`config.mk`:
```
export PLATFORM = sky130hd
export DESIGN_NAME = ppm16_rx_ctrl
export DESIGN_NICKNAME = d
export VERILOG_FILES = /design/src/rtl/ppm16_rx_ctrl.sv
export SDC_FILE = /design/constraint.sdc
export NUM_CORES = 1
export LEC_CHECK = 0
export ABC_AREA = 1
export BUFFER_PORTS_ARGS = -buffer_cell sky130_fd_sc_hd__buf_2
export CELL_PAD_IN_SITES_DETAIL_PLACEMENT = 1
export CELL_PAD_IN_SITES_GLOBAL_PLACEMENT = 2
export CORE_MARGIN = 2
export CORE_UTILIZATION = 36
export DETAILED_ROUTE_END_ITERATION = 16
export PLACE_DENSITY = 0.82
export SYNTH_ARGS = -nofsm -noshare
export SYNTH_HDL_FRONTEND = slang
export SYNTH_SLANG_ARGS = --single-unit
```
`constraint.sdc`:
```
create_clock -name clk -period 3.7 [get_ports clk]
set_input_delay 0.185 -clock clk [delete_from_list [all_inputs] [get_ports clk]]
set_output_delay 0.185 -clock clk [all_outputs]
set_load 0.005 [all_outputs]
```
`src/rtl/ppm16_rx_ctrl.sv`:
```
`timescale 1ns/1ps
// ppm16_rx_ctrl -- receive sequencer for the PPM-16 demodulator.
//
// Arms the demodulator (release from reset plus a one-cycle start pulse),
// programs its correlation threshold and waits for packet detection. A search
// that times out is retried with the threshold relaxed by one. Once a packet is
// detected, 4-bit symbols are paired MSB-nibble-first into bytes and offered on
// a single-register valid/ready stream. Completion and failures are reported
// through sticky done/error flags and an error code.
//
// Ports:
//   clk, reset                  clock, synchronous active-high reset
//   arm, abort                  start a receive attempt / cancel anything
//   rx_len, thr_init            payload length and initial threshold (latched on arm)
//   demod_resetn                active-low demodulator reset
//   demod_rx_start              one-cycle demodulator start pulse
//   demod_corr_threshold        correlation threshold to the demodulator
//   demod_packet_detected       detection level from the demodulator
//   demod_dout_valid/demod_dout symbol strobe and 4-bit symbol
//   byte_data/byte_valid/byte_ready  assembled byte stream
//   busy, done, error, err_code, retries_used  status
module ppm16_rx_ctrl #(
  parameter int THR_W          = 5,
  parameter int LEN_W          = 8,
  parameter int TO_W           = 16,
  parameter int SEARCH_TIMEOUT = 50000,
  parameter int GAP_TIMEOUT    = 1024,
  parameter int MAX_RETRIES    = 3
) (
  input  logic             clk,
  input  logic             reset,
  input  logic             arm,
  input  logic             abort,
  input  logic [LEN_W-1:0] rx_len,
  input  logic [THR_W-1:0] thr_init,
  output logic             demod_resetn,
  output logic             demod_rx_start,
  output logic [THR_W-1:0] demod_corr_threshold,
  input  logic             demod_packet_detected,
  input  logic             demod_dout_valid,
  input  logic [3:0]       demod_dout,
  output logic [7:0]       byte_data,
  output logic             byte_valid,
  input  logic             byte_ready,
  output logic             busy,
  output logic             done,
  output logic             error,
  output logic [1:0]       err_code,
  output logic [1:0]       retries_used
);

  localparam logic [2:0] S_IDLE    = 3'd0;
  localparam logic [2:0] S_START   = 3'd1;
  localparam logic [2:0] S_SEARCH  = 3'd2;
  localparam logic [2:0] S_RETRY   = 3'd3;
  localparam logic [2:0] S_RECEIVE = 3'd4;
  localparam logic [2:0] S_DONE    = 3'd5;
  localparam logic [2:0] S_ERROR   = 3'd6;

  localparam logic [TO_W-1:0]  SEARCH_LAST = TO_W'(SEARCH_TIMEOUT - 1);
  localparam logic [TO_W-1:0]  GAP_LAST    = TO_W'(GAP_TIMEOUT - 1);
  localparam logic [1:0]       RETRY_LIMIT = 2'(MAX_RETRIES);
  localparam logic [THR_W-1:0] THR_ONE     = THR_W'(1);

  localparam logic [1:0] E_SEARCH  = 2'b01;
  localparam logic [1:0] E_GAP     = 2'b10;
  localparam logic [1:0] E_OVERRUN = 2'b11;

  // state and datapath registers
  logic [2:0]       r_state;
  logic [LEN_W-1:0] r_len;
  logic [LEN_W-1:0] r_byte_cnt;
  logic [TO_W-1:0]  r_to_cnt;
  logic [TO_W-1:0]  r_gap_cnt;
  logic             r_pd_prev;
  logic             r_phase;     // 0: expecting high nibble, 1: expecting low nibble
  logic [3:0]       r_hi;

  // output registers
  logic             r_demod_resetn;
  logic             r_rx_start;
  logic [THR_W-1:0] r_thr;
  logic [7:0]       r_byte_data;
  logic             r_byte_valid;
  logic             r_busy;
  logic             r_done;
  logic             r_error;
  logic [1:0]       r_err_code;
  logic [1:0]       r_retries;

  // next-state decode
  logic [2:0]       w_next;
  logic             w_arm_ok;
  logic             w_load;
  logic             w_err_set;
  logic [1:0]       w_err_val;
  logic             w_det_edge;
  logic             w_len_hit;

  assign w_det_edge = demod_packet_detected & ~r_pd_prev;
  assign w_len_hit  = (r_byte_cnt + LEN_W'(1)) == r_len;

  always_comb begin
    w_next    = r_state;
    w_arm_ok  = 1'b0;
    w_load    = 1'b0;
    w_err_set = 1'b0;
    w_err_val = '0;
    if (abort) begin
      w_next = S_IDLE;
    end else begin
      case (r_state)
        S_IDLE, S_DONE, S_ERROR: begin
          // a byte still waiting for the consumer blocks a new attempt
          if (arm && !r_byte_valid) begin
            w_arm_ok = 1'b1;
            w_next   = S_START;
          end
        end
        S_START: w_next = S_SEARCH;
        S_SEARCH: begin
          // detection wins over a timeout landing on the same cycle
          if (w_det_edge) begin
            w_next = (r_len == '0) ? S_DONE : S_RECEIVE;
          end else if (r_to_cnt == SEARCH_LAST) begin
            if (r_retries < RETRY_LIMIT) begin
              w_next = S_RETRY;
            end else begin
              w_next    = S_ERROR;
              w_err_set = 1'b1;
              w_err_val = E_SEARCH;
            end
          end
        end
        S_RETRY: w_next = S_START;
        S_RECEIVE: begin
          if (demod_dout_valid) begin
            if (r_phase) begin
              if (r_byte_valid && !byte_ready) begin
                // held byte is kept; the new one is dropped
                w_next    = S_ERROR;
                w_err_set = 1'b1;
                w_err_val = E_OVERRUN;
              end else begin
                w_load = 1'b1;
                if (w_len_hit) begin
                  w_next = S_DONE;
                end
              end
            end
          end else if (r_gap_cnt == GAP_LAST) begin
            w_next    = S_ERROR;
            w_err_set = 1'b1;
            w_err_val = E_GAP;
          end
        end
        default: w_next = S_IDLE;
      endcase
    end
  end

  always_ff @(posedge clk) begin
    if (reset) begin
      r_state        <= S_IDLE;
      r_len          <= '0;
      r_byte_cnt     <= '0;
      r_to_cnt       <= '0;
      r_gap_cnt      <= '0;
      r_pd_prev      <= 1'b0;
      r_phase        <= 1'b0;
      r_hi           <= '0;
      r_demod_resetn <= 1'b0;
      r_rx_start     <= 1'b0;
      r_thr          <= '0;
      r_byte_data    <= '0;
      r_byte_valid   <= 1'b0;
      r_busy         <= 1'b0;
      r_done         <= 1'b0;
      r_error        <= 1'b0;
      r_err_code     <= '0;
      r_retries      <= '0;
    end else begin
      r_state <= w_next;

      // control outputs are decoded from the next state so they line up
      // with the state register rather than lagging it by a cycle
      r_demod_resetn <= (w_next == S_START) || (w_next == S_SEARCH) ||
                        (w_next == S_RECEIVE);
      r_rx_start     <= (w_next == S_START);
      r_busy         <= (w_next == S_START) || (w_next == S_SEARCH) ||
                        (w_next == S_RETRY) || (w_next == S_RECEIVE);

      r_pd_prev <= (r_state == S_START) ? 1'b0 : demod_packet_detected;

      if (r_state == S_START) begin
        r_to_cnt <= '0;
      end else if (r_state == S_SEARCH) begin
        r_to_cnt <= r_to_cnt + TO_W'(1);
      end

      if (r_state == S_SEARCH && w_next == S_RECEIVE) begin
        r_gap_cnt  <= '0;
        r_phase    <= 1'b0;
        r_byte_cnt <= '0;
      end else if (r_state == S_RECEIVE) begin
        if (demod_dout_valid) begin
          r_gap_cnt <= '0;
          r_phase   <= ~r_phase;
          if (!r_phase) begin
            r_hi <= demod_dout;
          end else begin
            r_byte_cnt <= r_byte_cnt + LEN_W'(1);
          end
        end else begin
          r_gap_cnt <= r_gap_cnt + TO_W'(1);
        end
      end

      if (w_arm_ok) begin
        r_len      <= rx_len;
        r_thr      <= thr_init;
        r_done     <= 1'b0;
        r_error    <= 1'b0;
        r_err_code <= '0;
        r_retries  <= '0;
      end

      if (r_state == S_SEARCH && w_next == S_RETRY) begin
        r_retries <= r_retries + 2'd1;
        r_thr     <= (r_thr > THR_ONE) ? r_thr - THR_ONE : THR_ONE;
      end

      if (w_next == S_DONE) begin
        r_done <= 1'b1;
      end
      if (w_next == S_ERROR) begin
        r_error <= 1'b1;
      end
      if (w_err_set) begin
        r_err_code <= w_err_val;
      end

      if (abort) begin
        r_done       <= 1'b0;
        r_error      <= 1'b0;
        r_err_code   <= '0;
        r_byte_valid <= 1'b0;
      end else if (w_load) begin
        r_byte_data  <= {r_hi, demod_dout};
        r_byte_valid <= 1'b1;
      end else if (r_byte_valid && byte_ready) begin
        r_byte_valid <= 1'b0;
      end
    end
  end

  assign demod_resetn         = r_demod_resetn;
  assign demod_rx_start       = r_rx_start;
  assign demod_corr_threshold = r_thr;
  assign byte_data            = r_byte_data;
  assign byte_valid           = r_byte_valid;
  assign busy                 = r_busy;
  assign done                 = r_done;
  assign error                = r_error;
  assign err_code             = r_err_code;
  assign retries_used         = r_retries;

endmodule
```
; ---- Word level (Yosys, flattened, before mapping)
; Index checks and enable logic that the tools add are counted.
[op_classes]
addsub = 5
magnitude_cmp = 2
eq_ne = 15
n_mux = 49
bitwise = 5
n_reduce_logical = 26
[op_table]
columns = cell, count
row1 = adder 16 x 1 -> 16 bit (second input constant), 2
row2 = two-way mux 3 bit, 10
row3 = two-way mux 1 bit, 25
row4 = equality test 3 bit (second input constant), 6
row5 = equality test 16 x 10 -> 1 bit (second input constant), 1
row6 = equality test 16 bit (second input constant), 1
row7 = two-way mux 16 bit, 1
row8 = two-way mux 5 bit, 3
row9 = case mux 3 bit (5 select lines), 1
row10 = two-way mux 2 bit, 7
row11 = equality test 3 x 2 -> 1 bit (second input constant), 4
row12 = nonzero test 2 bit, 5
row13 = adder 8 x 1 -> 8 bit (second input constant), 1
row14 = equality test 8 bit, 1
row15 = logical NOT 8 bit, 1
row16 = equality test 3 x 1 -> 1 bit (second input constant), 2
row17 = OR reduction 2 bit, 3
row18 = greater-than comparator 5 x 1 -> 1 bit (second input constant), 1
row19 = logical AND 1 bit, 5
row20 = subtractor 5 x 1 -> 5 bit (second input constant), 1
row21 = logical OR 1 bit, 4
row22 = NOT 1 bit, 4
row23 = case mux 2 bit (2 select lines), 1
row24 = AND reduction 2 bit, 2
row25 = other kinds (9), 10
[totals]
register_bits = 80
input_bits = 24
output_inout_bits = 23
word_cells = 120

; ---- Longest topological paths before layout
[logic_depth]
word_depth = 12
depth_mapped = 17
depth_no_buf = 16

; ---- Worst setup path before layout
; OpenSTA, ideal clock, no wires.
[synth_path]
path_kind = register to register
start = register r_byte_cnt[0]
end = register r_gap_cnt[9]
setup_time_ns = 0.119
arrival_ns = 1.823
required_ns = 3.581
path_slack_ns = 1.757
path_stages_with_launch = 16
path_buffers = 1
period_less_slack_ns = 1.943
path_cell_list = dfxtp_1 ha_1 nand2_1 nor2_2 nand2_1 nand2_1 nand2_1 nand2_1 nor2_1 nand2_1 o21bai_2 nand2_2 nand3_2 o21ai_4 buf_6 nor2_2
[synth_between]
elab_chain_cells = 11
[synth_lines]
columns = item, line_no
row1 = "start, declared", 72  ; logic [LEN_W-1:0] r_byte_cnt;
row2 = "start signal, assigned", 212  ; r_byte_cnt <= r_byte_cnt + LEN_W'(1);
row3 = adder 8 x 1 -> 8 bit, 101  ; assign w_len_hit = (r_byte_cnt + LEN_W'(1)) == r_len;
row4 = equality test 8 bit, 101
row5 = two-way mux 3 bit, 146  ; if (w_len_hit) begin
row6 = two-way mux 3 bit, 139  ; if (r_byte_valid && !byte_ready) begin
row7 = two-way mux 3 bit, 138  ; if (r_phase) begin
row8 = two-way mux 3 bit, 137  ; if (demod_dout_valid) begin
row9 = case mux 3 bit (5 select lines), 112  ; case (r_state)
row10 = two-way mux 3 bit, 109  ; if (abort) begin
row11 = equality test 3 bit, 201  ; if (r_state == S_SEARCH && w_next == S_RECEIVE) begin
row12 = logical AND 1 bit, 201
row13 = OR reduction 2 bit (no source line), --
row14 = "end signal, assigned", 215  ; r_gap_cnt <= r_gap_cnt + TO_W'(1);
row15 = "end, declared", 74  ; logic [TO_W-1:0] r_gap_cnt;
; Every way passes these cells.
; A chain may end at the register's enable or synchronous reset.

; ---- Worst setup path in the final report
[layout_path]
start = register r_byte_cnt[0]
end = register r_gap_cnt[2]
; Same word-level chain as after synthesis.

==> results.json <==
{
  "syn-num-nets": 644,
  "finalSetupViolCount": 0,
  "worstPathRequired_ns": 3.93,
  "route.detailed.drc": 0,
  "worst-setup-path-type": "reg2reg",
  "maxSlewViolCount": 0,
  "ir_drop_mv": 0.190,
  "area_growth_pct": 14.7,
  "clk_pin_slew_ns": 0.06,
  "cpMostUsedCell": "nand3_1",
  "die_y_um": 114,
  "routed_via_density": 5.11,
  "drt_pass1_iterations": 4,
  "tightest_slew_ns": 0.758,
  "avgRoutedWirePerCell_um": 14.7,
  "path_max_fanout": 16,
  "clockBufferDepth": 2,
  "finalWeightedCongestion": 0.802,
  "holdWs_ns": 0.0704,
  "status": "completed",
  "die_x_um": 114,
  "grt_pass1_vias": 4155,
  "avgSynthCellArea_sq_um": 7.13,
  "n_fill_cell": 1518,
  "core.rowCount": 40,
  "placeableCoreArea_sq_mm": 0.0120,
  "ys_ff_latch": 80,
  "worstPathArrival_ns": 2.91,
  "root_buffer": "clkbuf_16",
  "yosys_warnings": 0,
  "cts_resized": 0,
  "dieArea_sq_mm": 0.0131,
  "post-place-cells": 796,
  "drive_above_1_share_pct": 21.1,
  "htreeDepth": 3,
  "vias": 4153,
  "drt_iter0_markers": 182,
  "slowest_stage": "dfxtp_1",
  "clock.fmax_mhz": 373,
  "fin_crit_sh_pct": 72.4,
  "port_buffers": 46,
  "drt-total-wl_mm": 11.9,
  "initial_core_util_pct": 36.6,
  "antenna_found_initial": 0,
  "min_period_ns": 2.68,
  "postCtsSetupRepairBufs": 0,
  "grt_pass1_wl_mm": 19.9,
  "hp-start": "demod_packet_detected",
  "fin_nets": 690,
  "overflow": 0,
  "skew_ns": 0.00436,
  "stdcell_count": 812,
  "finalHoldViolations": 0,
  "crit_path_max_incr_delay_ns": 0.43,
  "seq_area_frac_synth_pct": 36.6,
  "rsz0062_at_grt": "no",
  "drtAntennaViolNets": 0,
  "tritoncts": "done",
  "clock_latency_ns": 0.34,
  "diodes": 0,
  "synth.distinct_cells": 47,
  "min_path_type": "in2reg",
  "cts_buffers": 9,
  "yosys.area.top_type": "dfxtp_1",
  "slew_headroom_pct": 49.4,
  "cts_hold_buf": 0,
  "io_pins": 47,
  "grt_max_degree": 27,
  "leakagePower_nw": 2.00,
  "startpoint": "r_byte_cnt[0]",
  "syn_inst": 614,
  "powerDensity_mw_per_mm2": 393,
  "netlist_area_sq_mm": 0.00438,
  "dp_hpwl_mm": 9.04,
  "r2r_start": "r_byte_cnt[0]",
  "clock-sinks": 80,
  "yosysTopAreaCellShare_pct": 36.6,
  "yosys-top-cells-area": "dfxtp_1 37%, nand2_1 8.9%, nand3_1 6.7%, inv_1 5.9%, nor2_1 5.2%",
  "worstPathCellList": "ha_1 -> nand2_1 -> nor2_2 -> nand3_1 -> nand3_1 -> nand2_1 -> nand3_1 -> o21bai_2 -> nand2_2 -> nand3_2 -> o21ai_4 -> buf_4 -> nor2_1",
  "endpoint_kind": "flop",
  "grt_usage_pct": 19.3,
  "setup_tns_ns": 0,
  "cp-start-kind": "flop",
  "max_cap_viol_count": 0
}
[synth_stat cells, drive strengths merged]
library cell / number
nand4: 18
nor3b: 1
o21ai: 47
a41oi: 4
clkinv: 2
a21oi: 42
ha: 6
buf: 8
nand3: 65
o21bai: 2
o221ai: 1
xnor2: 3
dfxtp: 80
a31oi: 2
inv: 80
nor4: 10
xor2: 5
bufinv: 1
clkbuf: 5
a211oi: 4
nand3b: 1
nor2: 94
nand2: 115
and3: 1
or2: 8
nor3: 9
[worst paths after layout]
kind	end	slack [ns]	cells after the start
worst min register to register	r_hi[3]	0.46	2
worst max-delay path	r_gap_cnt[2]	1.02	13
worst min-delay path	r_pd_prev	0.07	3
worst max register to register	r_gap_cnt[2]	1.02	13
[sequential cells by signal, summed over array words and instances, names as in the netlist, 2 cells and up]
signal and flops:
r_byte_cnt 8, retries_used 2, byte_data 8, r_to_cnt 16, err_code 2, r_gap_cnt 16
r_hi 4, demod_corr_threshold 5, r_len 8, r_state 3
[worst max-delay path: cells and delay by family (launching register included)]
| kind | cells | cell delay (ns) |
|---|---|---|
| adder cells (fa/ha/maj) | 1 | 0.24 |
| flip-flops | 1 | 0.43 |
| buffers and inverters | 1 | 0.37 |
| AO/OA/AOI/OAI | 2 | 0.50 |
| AND/OR/NAND/NOR | 9 | 1.02 |
[stage by stage]
| stage | cell area [sq um] | utilization [%] | worst slack (ns) | power [W] |
|---|---|---|---|---|
| finish | 5020 | 42.0 | 1.02 | 0.00197 |
| global route | 5020 | 42.0 | 0.760 | 0.00206 |
| CTS | 5020 | 42.0 | 0.968 | 0.00200 |
| detailed placement | 4720 | 39.5 | 0.975 | 0.00108 |
| global placement | 4720 | 39.5 | 1.12 | 0.00108 |
| floorplan | 4380 | - | 1.76 | 0.00102 |
[kinds of logic (layout without fill, tap and decap cells)]
kind of cell / Yosys count / after routing / share of synthesized area [%]
flip-flops: 80 / 80 / 36.6
XOR/XNOR: 8 / 8 / 1.60
AND/OR/NAND/NOR: 322 / 322 / 37.4
AO/OA/AOI/OAI: 102 / 102 / 13.3
buffers and inverters: 96 / 147 / 9.41
adder cells (fa/ha/maj): 6 / 6 / 1.72
[where the power goes]
part	switching, W	leakage [nW]	internal, W	total [W]
combinational	0.000109	1.20	0.0000582	0.000167
clock	0.000354	0.150	0.000558	0.000911
sequential	0.0000145	0.647	0.000878	0.000892
[routing by layer]
layer / vias to the layer above / track usage (%) / wire length (um)
li1: 2115 / - / -
met1: 1966 / 23.9 / 5610
met2: 56 / 33.3 / 5730
met3: 16 / 3.92 / 416
met4: 0 / 7.07 / 184
met5: - / 0 / 0
[cell usage in the layout, fill, tap and decap left out, types with 4 or more instances in the layout]
| master | n |
|---|---|
| a211oi_1 | 4 |
| a21oi_1 | 40 |
| a41oi_1 | 4 |
| buf_2 | 46 |
| clkbuf_16 | 9 |
| dfxtp_1 | 80 |
| ha_1 | 6 |
| inv_1 | 69 |
| inv_2 | 11 |
| nand2_1 | 104 |
| nand2_2 | 9 |
| nand3_1 | 59 |
| nand3_2 | 5 |
| nand4_1 | 18 |
| nor2_1 | 61 |
| nor2_2 | 27 |
| nor2_4 | 6 |
| nor3_1 | 5 |
| nor4_1 | 9 |
| o21ai_0 | 37 |
| o21ai_1 | 8 |
| or2_2 | 5 |
| xor2_1 | 5 |
[final cells by class]
type | count | area (sq um) | area share, %
Clock buffer | 13 | 260 | 5.18
Clock inverter | 3 | 40.0 | 0.798
Inverter | 83 | 327 | 6.51
Multi-Input combinational cell | 438 | 2360 | 47.1
Sequential cell | 80 | 1600 | 31.9
Tap cell | 147 | 184 | 3.66
Timing Repair Buffer | 48 | 245 | 4.89
Note: power is estimated with default switching activity, not from simulation.
